**src/rtl/tex_column_sequencer_if.sv**
```systemverilog
// Texture request/response channel between the column sequencer and the textures lookup.
// Request level and fields are held stable by the master until the pixel returns.
interface tex_column_sequencer_if;
  logic        tex_req_out;
  logic [15:0] tex_wallx_out;
  logic [7:0]  tex_lineheight_out;
  logic [9:0]  tex_drawstart_out;
  logic [7:0]  tex_vcount_out;
  logic [3:0]  tex_id_out;
  logic [7:0]  tex_pixel_in;
  logic        tex_valid_in;

  modport master (
    output tex_req_out, tex_wallx_out, tex_lineheight_out, tex_drawstart_out,
           tex_vcount_out, tex_id_out,
    input  tex_pixel_in, tex_valid_in
  );

  modport slave (
    input  tex_req_out, tex_wallx_out, tex_lineheight_out, tex_drawstart_out,
           tex_vcount_out, tex_id_out,
    output tex_pixel_in, tex_valid_in
  );
endinterface

```
**src/rtl/tex_column_sequencer.sv**
```systemverilog
// Walks one ray column top to bottom and emits one framebuffer write per row:
// ceiling above the wall, texture pixels inside it, floor below it.
module tex_column_sequencer #(
  parameter int unsigned SCREEN_WIDTH  = 320,
  parameter int unsigned SCREEN_HEIGHT = 180,
  parameter logic [7:0]  CEIL_COLOR    = 8'h11,
  parameter logic [7:0]  FLOOR_COLOR   = 8'h22,
  parameter logic [7:0]  ERR_COLOR     = 8'hE0,
  parameter int unsigned TIMEOUT       = 64
) (
  input  logic                          pixel_clk_in,
  input  logic                          rst_n_in,
  input  logic                          col_valid_in,
  output logic                          col_ready_out,
  input  logic [8:0]                    col_hcount_in,
  input  logic [7:0]                    col_lineheight_in,
  input  logic [15:0]                   col_wallx_in,
  input  logic [3:0]                    col_texture_in,
  tex_column_sequencer_if.master        tex,
  output logic                          fb_we_out,
  output logic [16:0]                   fb_addr_out,
  output logic [7:0]                    fb_data_out,
  output logic                          col_done_out,
  output logic                          timeout_err_out
);

  localparam int unsigned TcntW   = $clog2(TIMEOUT + 1);
  localparam logic [7:0]  LastRow = 8'(SCREEN_HEIGHT - 1);

  typedef enum logic [2:0] {StIdle, StRow, StReq, StWait, StGap, StDone} state_e;

  state_e             state_q, state_d;
  logic [8:0]         hcount_q, hcount_d;
  logic [7:0]         lineheight_q, lineheight_d;
  logic [15:0]        wallx_q, wallx_d;
  logic [3:0]         texid_q, texid_d;
  logic [9:0]         drawstart_q, drawstart_d;
  logic [10:0]        drawend_q, drawend_d;
  logic [7:0]         vcount_q, vcount_d;
  logic [TcntW-1:0]   tcnt_q, tcnt_d;
  logic               fb_we_q, fb_we_d;
  logic [16:0]        fb_addr_q, fb_addr_d;
  logic [7:0]         fb_data_q, fb_data_d;
  logic               col_done_q, col_done_d;
  logic               timeout_err_q, timeout_err_d;

  logic               advance;
  logic [9:0]         drawstart_new;
  logic signed [10:0] vcount_s, drawstart_s, drawend_s;
  logic [16:0]        addr_cur;
  logic               id_ok;

  // Negative drawstart (tall walls) must survive as two's complement for the signed compares.
  assign drawstart_new = 10'(SCREEN_HEIGHT / 2) - 10'(col_lineheight_in >> 1);
  assign vcount_s      = signed'({3'b000, vcount_q});
  assign drawstart_s   = signed'({drawstart_q[9], drawstart_q});
  assign drawend_s     = signed'(drawend_q);
  assign addr_cur      = 17'(vcount_q) * 17'(SCREEN_WIDTH) + 17'(hcount_q);
  assign id_ok         = (texid_q >= 4'd2) && (texid_q <= 4'd9);

  always_comb begin
    state_d       = state_q;
    hcount_d      = hcount_q;
    lineheight_d  = lineheight_q;
    wallx_d       = wallx_q;
    texid_d       = texid_q;
    drawstart_d   = drawstart_q;
    drawend_d     = drawend_q;
    vcount_d      = vcount_q;
    tcnt_d        = tcnt_q;
    fb_we_d       = 1'b0;
    fb_addr_d     = fb_addr_q;
    fb_data_d     = fb_data_q;
    col_done_d    = 1'b0;
    timeout_err_d = timeout_err_q;
    advance       = 1'b0;

    unique case (state_q)
      StIdle: begin
        if (col_valid_in) begin
          hcount_d     = col_hcount_in;
          lineheight_d = col_lineheight_in;
          wallx_d      = col_wallx_in;
          texid_d      = col_texture_in;
          drawstart_d  = drawstart_new;
          drawend_d    = {drawstart_new[9], drawstart_new} + 11'(col_lineheight_in) - 11'd1;
          vcount_d     = 8'd0;
          state_d      = StRow;
        end
      end
      StRow: begin
        if (vcount_s < drawstart_s || vcount_s > drawend_s || !id_ok) begin
          fb_we_d   = 1'b1;
          fb_addr_d = addr_cur;
          if (vcount_s < drawstart_s)    fb_data_d = CEIL_COLOR;
          else if (vcount_s > drawend_s) fb_data_d = FLOOR_COLOR;
          else                           fb_data_d = ERR_COLOR;
          advance   = 1'b1;
        end else begin
          state_d = StReq;
        end
      end
      StReq: begin
        tcnt_d  = '0;
        state_d = StWait;
      end
      StWait: begin
        if (tex.tex_valid_in) begin
          fb_we_d   = 1'b1;
          fb_addr_d = addr_cur;
          fb_data_d = tex.tex_pixel_in;
          state_d   = StGap;
        end else if (tcnt_q == TcntW'(TIMEOUT - 1)) begin
          fb_we_d       = 1'b1;
          fb_addr_d     = addr_cur;
          fb_data_d     = ERR_COLOR;
          timeout_err_d = 1'b1;
          state_d       = StGap;
        end else begin
          tcnt_d = tcnt_q + 1'b1;
        end
      end
      StGap:  advance = 1'b1;
      StDone: begin
        col_done_d = 1'b1;
        state_d    = StIdle;
      end
      default: state_d = StIdle;
    endcase

    if (advance) begin
      if (vcount_q == LastRow) begin
        state_d = StDone;
      end else begin
        vcount_d = vcount_q + 8'd1;
        state_d  = StRow;
      end
    end
  end

  always_ff @(posedge pixel_clk_in) begin
    if (!rst_n_in) begin
      state_q       <= StIdle;
      hcount_q      <= '0;
      lineheight_q  <= '0;
      wallx_q       <= '0;
      texid_q       <= '0;
      drawstart_q   <= '0;
      drawend_q     <= '0;
      vcount_q      <= '0;
      tcnt_q        <= '0;
      fb_we_q       <= 1'b0;
      fb_addr_q     <= '0;
      fb_data_q     <= '0;
      col_done_q    <= 1'b0;
      timeout_err_q <= 1'b0;
    end else begin
      state_q       <= state_d;
      hcount_q      <= hcount_d;
      lineheight_q  <= lineheight_d;
      wallx_q       <= wallx_d;
      texid_q       <= texid_d;
      drawstart_q   <= drawstart_d;
      drawend_q     <= drawend_d;
      vcount_q      <= vcount_d;
      tcnt_q        <= tcnt_d;
      fb_we_q       <= fb_we_d;
      fb_addr_q     <= fb_addr_d;
      fb_data_q     <= fb_data_d;
      col_done_q    <= col_done_d;
      timeout_err_q <= timeout_err_d;
    end
  end

  assign col_ready_out          = (state_q == StIdle);
  assign tex.tex_req_out        = (state_q == StReq) || (state_q == StWait);
  assign tex.tex_wallx_out      = wallx_q;
  assign tex.tex_lineheight_out = lineheight_q;
  assign tex.tex_drawstart_out  = drawstart_q;
  assign tex.tex_vcount_out     = vcount_q;
  assign tex.tex_id_out         = texid_q;
  assign fb_we_out              = fb_we_q;
  assign fb_addr_out            = fb_addr_q;
  assign fb_data_out            = fb_data_q;
  assign col_done_out           = col_done_q;
  assign timeout_err_out        = timeout_err_q;

endmodule

```
**src/flat_wrapper.sv**
```systemverilog
// flat-port wrapper written by rule: the top's interface ports become plain ports
module tex_column_sequencer_flat 
#(
  parameter int unsigned SCREEN_WIDTH  = 320,
  parameter int unsigned SCREEN_HEIGHT = 180,
  parameter logic [7:0]  CEIL_COLOR    = 8'h11,
  parameter logic [7:0]  FLOOR_COLOR   = 8'h22,
  parameter logic [7:0]  ERR_COLOR     = 8'hE0,
  parameter int unsigned TIMEOUT       = 64
)
  (pixel_clk_in, rst_n_in, col_valid_in, col_ready_out, col_hcount_in, col_lineheight_in, col_wallx_in, col_texture_in, fb_we_out, fb_addr_out, fb_data_out, col_done_out, timeout_err_out, tex_tex_req_out, tex_tex_wallx_out, tex_tex_lineheight_out, tex_tex_drawstart_out, tex_tex_vcount_out, tex_tex_id_out, tex_tex_pixel_in, tex_tex_valid_in);
  tex_column_sequencer_if tex_i ();
  input  logic pixel_clk_in;
  input  logic rst_n_in;
  input  logic col_valid_in;
  output logic col_ready_out;
  input  logic [8:0] col_hcount_in;
  input  logic [7:0] col_lineheight_in;
  input  logic [15:0] col_wallx_in;
  input  logic [3:0] col_texture_in;
  output logic fb_we_out;
  output logic [16:0] fb_addr_out;
  output logic [7:0] fb_data_out;
  output logic col_done_out;
  output logic timeout_err_out;
  output wire logic [$bits(tex_i.tex_req_out)-1:0] tex_tex_req_out;
  output wire logic [$bits(tex_i.tex_wallx_out)-1:0] tex_tex_wallx_out;
  output wire logic [$bits(tex_i.tex_lineheight_out)-1:0] tex_tex_lineheight_out;
  output wire logic [$bits(tex_i.tex_drawstart_out)-1:0] tex_tex_drawstart_out;
  output wire logic [$bits(tex_i.tex_vcount_out)-1:0] tex_tex_vcount_out;
  output wire logic [$bits(tex_i.tex_id_out)-1:0] tex_tex_id_out;
  input wire logic [$bits(tex_i.tex_pixel_in)-1:0] tex_tex_pixel_in;
  input wire logic [$bits(tex_i.tex_valid_in)-1:0] tex_tex_valid_in;
  assign tex_tex_req_out = tex_i.tex_req_out;
  assign tex_tex_wallx_out = tex_i.tex_wallx_out;
  assign tex_tex_lineheight_out = tex_i.tex_lineheight_out;
  assign tex_tex_drawstart_out = tex_i.tex_drawstart_out;
  assign tex_tex_vcount_out = tex_i.tex_vcount_out;
  assign tex_tex_id_out = tex_i.tex_id_out;
  assign tex_i.tex_pixel_in = tex_tex_pixel_in;
  assign tex_i.tex_valid_in = tex_tex_valid_in;
  tex_column_sequencer #(.SCREEN_WIDTH(SCREEN_WIDTH), .SCREEN_HEIGHT(SCREEN_HEIGHT), .CEIL_COLOR(CEIL_COLOR), .FLOOR_COLOR(FLOOR_COLOR), .ERR_COLOR(ERR_COLOR), .TIMEOUT(TIMEOUT)) u_core (.pixel_clk_in(pixel_clk_in), .rst_n_in(rst_n_in), .col_valid_in(col_valid_in), .col_ready_out(col_ready_out), .col_hcount_in(col_hcount_in), .col_lineheight_in(col_lineheight_in), .col_wallx_in(col_wallx_in), .col_texture_in(col_texture_in), .tex(tex_i), .fb_we_out(fb_we_out), .fb_addr_out(fb_addr_out), .fb_data_out(fb_data_out), .col_done_out(col_done_out), .timeout_err_out(timeout_err_out));
endmodule
```
**config.mk**
```make
export PLATFORM = sky130hd
export DESIGN_NAME = tex_column_sequencer_flat
export DESIGN_NICKNAME = d
export VERILOG_FILES = /design/src/rtl/tex_column_sequencer_if.sv /design/src/rtl/tex_column_sequencer.sv /design/src/flat_wrapper.sv
export SDC_FILE = /design/constraint.sdc
export NUM_CORES = 1
export LEC_CHECK = 0
export CORE_AREA = 2 2 115 117
export CTS_CLUSTER_DIAMETER = 30
export CTS_CLUSTER_SIZE = 8
export DETAILED_ROUTE_END_ITERATION = 6
export DIE_AREA = 0 0 117 119
export DONT_BUFFER_PORTS = 1
export SETUP_SLACK_MARGIN = 0.02
export SYNTH_ARGS = -nofsm -noshare
export SYNTH_HDL_FRONTEND = slang
export SYNTH_SLANG_ARGS = --single-unit
```
**constraint.sdc**
```tcl
create_clock -name pixel_clk_in -period 3.5 [get_ports pixel_clk_in]
set_input_delay 0.35 -clock pixel_clk_in [delete_from_list [all_inputs] [get_ports pixel_clk_in]]
set_output_delay 0.35 -clock pixel_clk_in [all_outputs]
set_load 0.1 [all_outputs]
```
# Word-level counts from Yosys, hierarchy flattened
# Cells that the tools add are included.
# Widths: inputs -> output; s select.
# totals
reg_bits,102
input_bits,49
out_inout_bits,76
# classes
addsub,6
multipliers,1
order_cmp,4
eq_ne,15
muxes,30
bitwise,1
n_reduce_logical,13
# op_table
cell,n
$mux 8,9
$mux 17,3
$pmux 17 s2,1
$mux 3,6
$add 17x9->17,1
$pmux 8 s2,1
$pmux 3 s5,1
$mux 7,2
$pmux 7 s2,1
$gt 9x11->1,1
$mul 8x3->11 const B,1
$sub 11x1->11 const B,1
$add 8x9->10,1
$lt 9x8->1,1
$ne 3x2->1 const B,3
$reduce_and 3->1,3
$add 8x1->8 const B,1
$eq 8x8->1 const B,1
$sub 7x7->8 const A,1
$add 7x1->7 const B,1
$eq 7x6->1 const B,1
$eq 3x2->1 const B,2
$eq 3x3->1 const B,2
$ge 4x2->1 const B,1
other kinds (15),24

# Longest topological paths before layout
# depth
ltp_word,8
mapped_depth,13

# Worst setup path before layout
# No wires, ideal clock.
# synth_path
kind,register to register
startpoint,register u_core.state_q[2]
endpoint,"register u_core.vcount_q[5], in the netlist u_core.tex.tex_vcount_out[5]"
t_arrival_ns,3.737
required_ns,3.334
setup_slack_ns,-0.404
stages_incl_launch_ff,7
synth_period_minus_slack_ns,3.904
cell_sequence,dfxtp_1 > clkbuf_1 > nor3_1 > nand2_1 > clkbuf_1 > nand4_1 > o31ai_1
# synth_via
elab_chain_len,4
# synth_lines
item,line,rtl
from (decl),tex_column_sequencer.sv:32,"state_e state_q, state_d;"
from (signal assigned),tex_column_sequencer.sv:143,state_q <= StIdle;
from (signal assigned),tex_column_sequencer.sv:158,state_q <= state_d;
$logic_not 3->1 *,-,
net col_ready_out,flat_wrapper.sv:16,output logic col_ready_out;
$mux 8 *,tex_column_sequencer.sv:78,unique case (state_q)
$mux 8,tex_column_sequencer.sv:132,if (vcount_q == LastRow) begin
$mux 8 *,tex_column_sequencer.sv:131,if (advance) begin
to (signal assigned),tex_column_sequencer.sv:165,vcount_q <= vcount_d;
to (decl),tex_column_sequencer.sv:39,"logic [7:0] vcount_q, vcount_d;"
# Mark *: on every way through the listed nets, which the timed path passes. The rest lies on a longest branch.
# A chain may end at the register's enable or synchronous reset.

# Worst setup path after layout
# layout_path
startpoint,"register u_core.vcount_q[1], in the netlist u_core.tex.tex_vcount_out[1]"
endpoint,"register u_core.vcount_q[0], in the netlist u_core.tex.tex_vcount_out[0]"
# layout_via
elab_chain_len,6
# layout_lines
item,line,rtl
$gt 9x11->1 / $lt 9x8->1 (equally long branches),tex_column_sequencer.sv:92,if (vcount_s < drawstart_s || vcount_s > drawend_s || !id_ok) begin
$logic_or 1x1->1 (2 in series),tex_column_sequencer.sv:92,
$mux 1,tex_column_sequencer.sv:92,
$pmux 1 s2,tex_column_sequencer.sv:78,
$mux 8 *,tex_column_sequencer.sv:131,
# Every way passes the cells marked *; elsewhere a longest branch is shown, timed or not.

==> flow_summary.json <==
{
  "start_kind": "flip-flop",
  "synth_edf_count": 0,
  "postPlaceCellArea_mm2": 0.00583,
  "diodes": 0,
  "multi_input_area_mm2": 0.00326,
  "skew_ns": 0.00680,
  "finalSetupTns_ns": 0,
  "overflow": 0,
  "drcViolationCount": 0,
  "nets": 761,
  "r2r_start": "u_core.tex.tex_vcount_out[1]",
  "finalPower_mw": 3.51,
  "areaGrowthSynthToFinish_pct": 9.97,
  "holdBufCountCts": 0,
  "rrSetupSlack_ns": 0.58,
  "routedWlPerCell_um": 15.7,
  "grt_pass1_vias": 4393,
  "die_y_um": 119,
  "syn-num-nets": 761,
  "die_w_um": 117,
  "maxSlewViolCount": 0,
  "r2r_cells": 10,
  "syn_avg_cell_area_um2": 8.33,
  "dieArea_mm2": 0.0139,
  "synth_seq_area_share_pct": 36.3,
  "hold_path_end": "u_core.fb_we_out",
  "coreArea_mm2": 0.0129,
  "slowest_delay_ns": 0.70,
  "yosysTopAreaCell": "dfxtp_1",
  "gp_congestion": 0.837,
  "grt.total_usage_pct": 19.5,
  "hold_start": "rst_n_in",
  "place_ws_ns": 0.488,
  "synth_top_area_share_pct": 36.3,
  "setup_viol_count_final": 0,
  "ios": 125,
  "arrival_ns": 3.14,
  "clk_pin_slew_ns": 0.07,
  "port_buffers": 0,
  "vias": 4602,
  "power_density_mw_per_mm2": 572,
  "maxCapViolCount": 0,
  "drive_above_1_share_pct": 10.5,
  "synthesis.area_mm2": 0.00557,
  "fmax_mhz": 342,
  "insertion_delay_ns": 0.35,
  "antenna_found_initial": 0,
  "clkSinkCount": 101,
  "drtAntennaViolNets": 0,
  "timing.final.crit_share_pct": 83.5,
  "hold_violations": 0,
  "cts_tree": "done",
  "grt_max_degree": 56,
  "relSlewSlack_pct": 26.3,
  "synthFlopType": "dfxtp_1",
  "worstPathRequired_ns": 3.72,
  "cts_buffer_depth": 2,
  "cts_inserted_buffers": 9,
  "vdd_ir_drop_max_v": 0.000292,
  "dr.pass1.iters": 4,
  "hpwl_um": 9870,
  "core.rowCount": 42,
  "synthDistinctLibCells": 67,
  "r2r-end": "u_core.tex.tex_vcount_out[0]",
  "path_class": "flip-flop to flip-flop",
  "critPathMaxFanout": 9,
  "cts_root_buf": "clkbuf_16",
  "path_cells": "buf_4 -> ha_1 -> nor2b_1 -> o21a_1 -> o21bai_1 -> a31oi_1 -> o41ai_2 -> nor2b_1 -> mux2i_1 -> nor2_1",
  "synthArstFlopShare_pct": 0,
  "fillCellCount": 1288,
  "min_path_cells": 1,
  "grt_pass1_wl_um": 21400,
  "crit_path_end_kind": "flip-flop",
  "post_cts.repair.setup_buffers": 0,
  "final_area_mm2": 0.00613,
  "cts_resized": 0,
  "worst_path_most_repeated_cell": "nor2b_1",
  "seqCellArea_mm2": 0.00203,
  "worstHoldPathType": "input pin to flip-flop",
  "synth_cells": 669,
  "worst_pin_slew_ns": 1.10,
  "setup_ws_ns": 0.578,
  "rsz0062_at_grt": "false",
  "leakage_nw": 2.41,
  "cp_slowest_cell": "o41ai_2",
  "status": "complete, no violations",
  "drtIter0Drc": 252,
  "initial_core_util_pct": 43.3,
  "wl_um": 13300,
  "fin_cells": 850,
  "htreeDepth": 3,
  "synthTopCellsByArea": "dfxtp_1 36%, ha_1 9.2%, nand2_1 7.1%",
  "yosys_register_bits": 101,
  "viasPerCell": 5.41,
  "fin_crit_ns": 2.92,
  "dp.cells": 834,
  "ys_warn_count": 0
}
## final cells by class
class                   count  area share (%)
multi-input cells         499            53.2
flip-flops and latches    101            33.1
clock buffers              10            3.74
well taps                 176            3.59
repair buffers             27            3.31
inverters                  31            1.90
clock inverters             6            1.14
## metal layers
layer / vias up / wire, um / track usage (%)
met5: - / 0 / 0
met4: 0 / 278 / 7.43
met3: 18 / 984 / 5.34
met2: 130 / 6230 / 31.8
met1: 2129 / 5830 / 24.3
li1: 2325 / - / -
## Yosys cell counts (9+ instances only)
master and n:
nand4_1 13, nand3_1 12, nor2_1 63, mux2i_1 13, clkbuf_1 25, nor3_1 10
a21oi_1 67, inv_1 30, ha_1 41, nor2b_1 9, nand2_1 106, o21ai_0 15
xnor2_1 23, a211oi_1 15, dfxtp_1 101, xor2_1 14
## stage by stage
stage | util [%] | hold slack [ns]
3_5_place_dp | 45.3 | 0.447
2_1_floorplan | - | 0.432
4_1_cts | 47.6 | 0.105
5_1_grt | 47.6 | 0.111
3_3_place_gp | 45.3 | 0.443
6_report | 47.6 | 0.120
## kinds of logic (layout without fill, tap and decap cells)
kind of cell,Yosys count,in the layout,share of synthesized area [%]
DFF,101,101,36.3
AOI/OAI and AO/OA,153,153,18.8
buffers and inverters,69,74,5.48
adders and majority gates,43,43,9.92
and+or+nand+nor,250,250,20.6
muxes,15,15,2.81
xor gates and xnor gates,38,38,6.11
## report_power, final
group | switching (mW) | internal, mW | total [mW]
combinational | 0.533 | 0.270 | 0.803
clock | 0.451 | 0.561 | 1.01
sequential | 0.445 | 1.25 | 1.69
total | 1.43 | 2.08 | 3.51
## state kept, by name, indices dropped and copies added (netlist names)
signal and count:
u_core.drawend_q 11, u_core.col_done_out 1, u_core.tex.tex_id_out 4, u_core.tex.tex_vcount_out 8, u_core.hcount_q 9, u_core.timeout_err_out 1
u_core.tex.tex_wallx_out 16, u_core.fb_addr_out 17, u_core.fb_data_out 8, u_core.tex.tex_drawstart_out 8, u_core.state_q 3, u_core.fb_we_out 1
u_core.tcnt_q 7, u_core.tex.tex_lineheight_out 7
## worst max-delay path by stage
| stage | start | endpoint | slack [ns] |
|---|---|---|---|
| after floorplan | u_core.tex.tex_vcount_out[3] | u_core.fb_addr_out[16] | 0.05 |
| after global placement | col_lineheight_in[1] | u_core.drawend_q[9] | 0.52 |
| after detailed placement | col_lineheight_in[1] | u_core.drawend_q[9] | 0.49 |
| after CTS | u_core.tex.tex_vcount_out[1] | u_core.tex.tex_vcount_out[0] | 0.57 |
| after global routing | u_core.tex.tex_vcount_out[1] | u_core.tex.tex_vcount_out[0] | 0.39 |
| final | u_core.tex.tex_vcount_out[1] | u_core.tex.tex_vcount_out[0] | 0.58 |
## critical path, delay by kind of cell (launching register included)
family / cells / cell delay, ns
fa+ha+maj: 1 / 0.31
simple gates: 3 / 0.43
compound gates: 4 / 1.16
mux: 1 / 0.20
flops: 1 / 0.33
buf+inv: 1 / 0.34
## cell usage in the layout (no fill, tap or decap), types with 12 or more instances in the layout
cell type    n
inv_1       29
nor2_1      62
o21ai_0     15
a21oi_1     67
mux2i_1     13
a211oi_1    15
nand3_1     12
xor2_1      14
xnor2_1     23
buf_4       27
ha_1        41
nand2_1    105
nand4_1     13
dfxtp_1     99
Power figures use the tool's default switching activity.
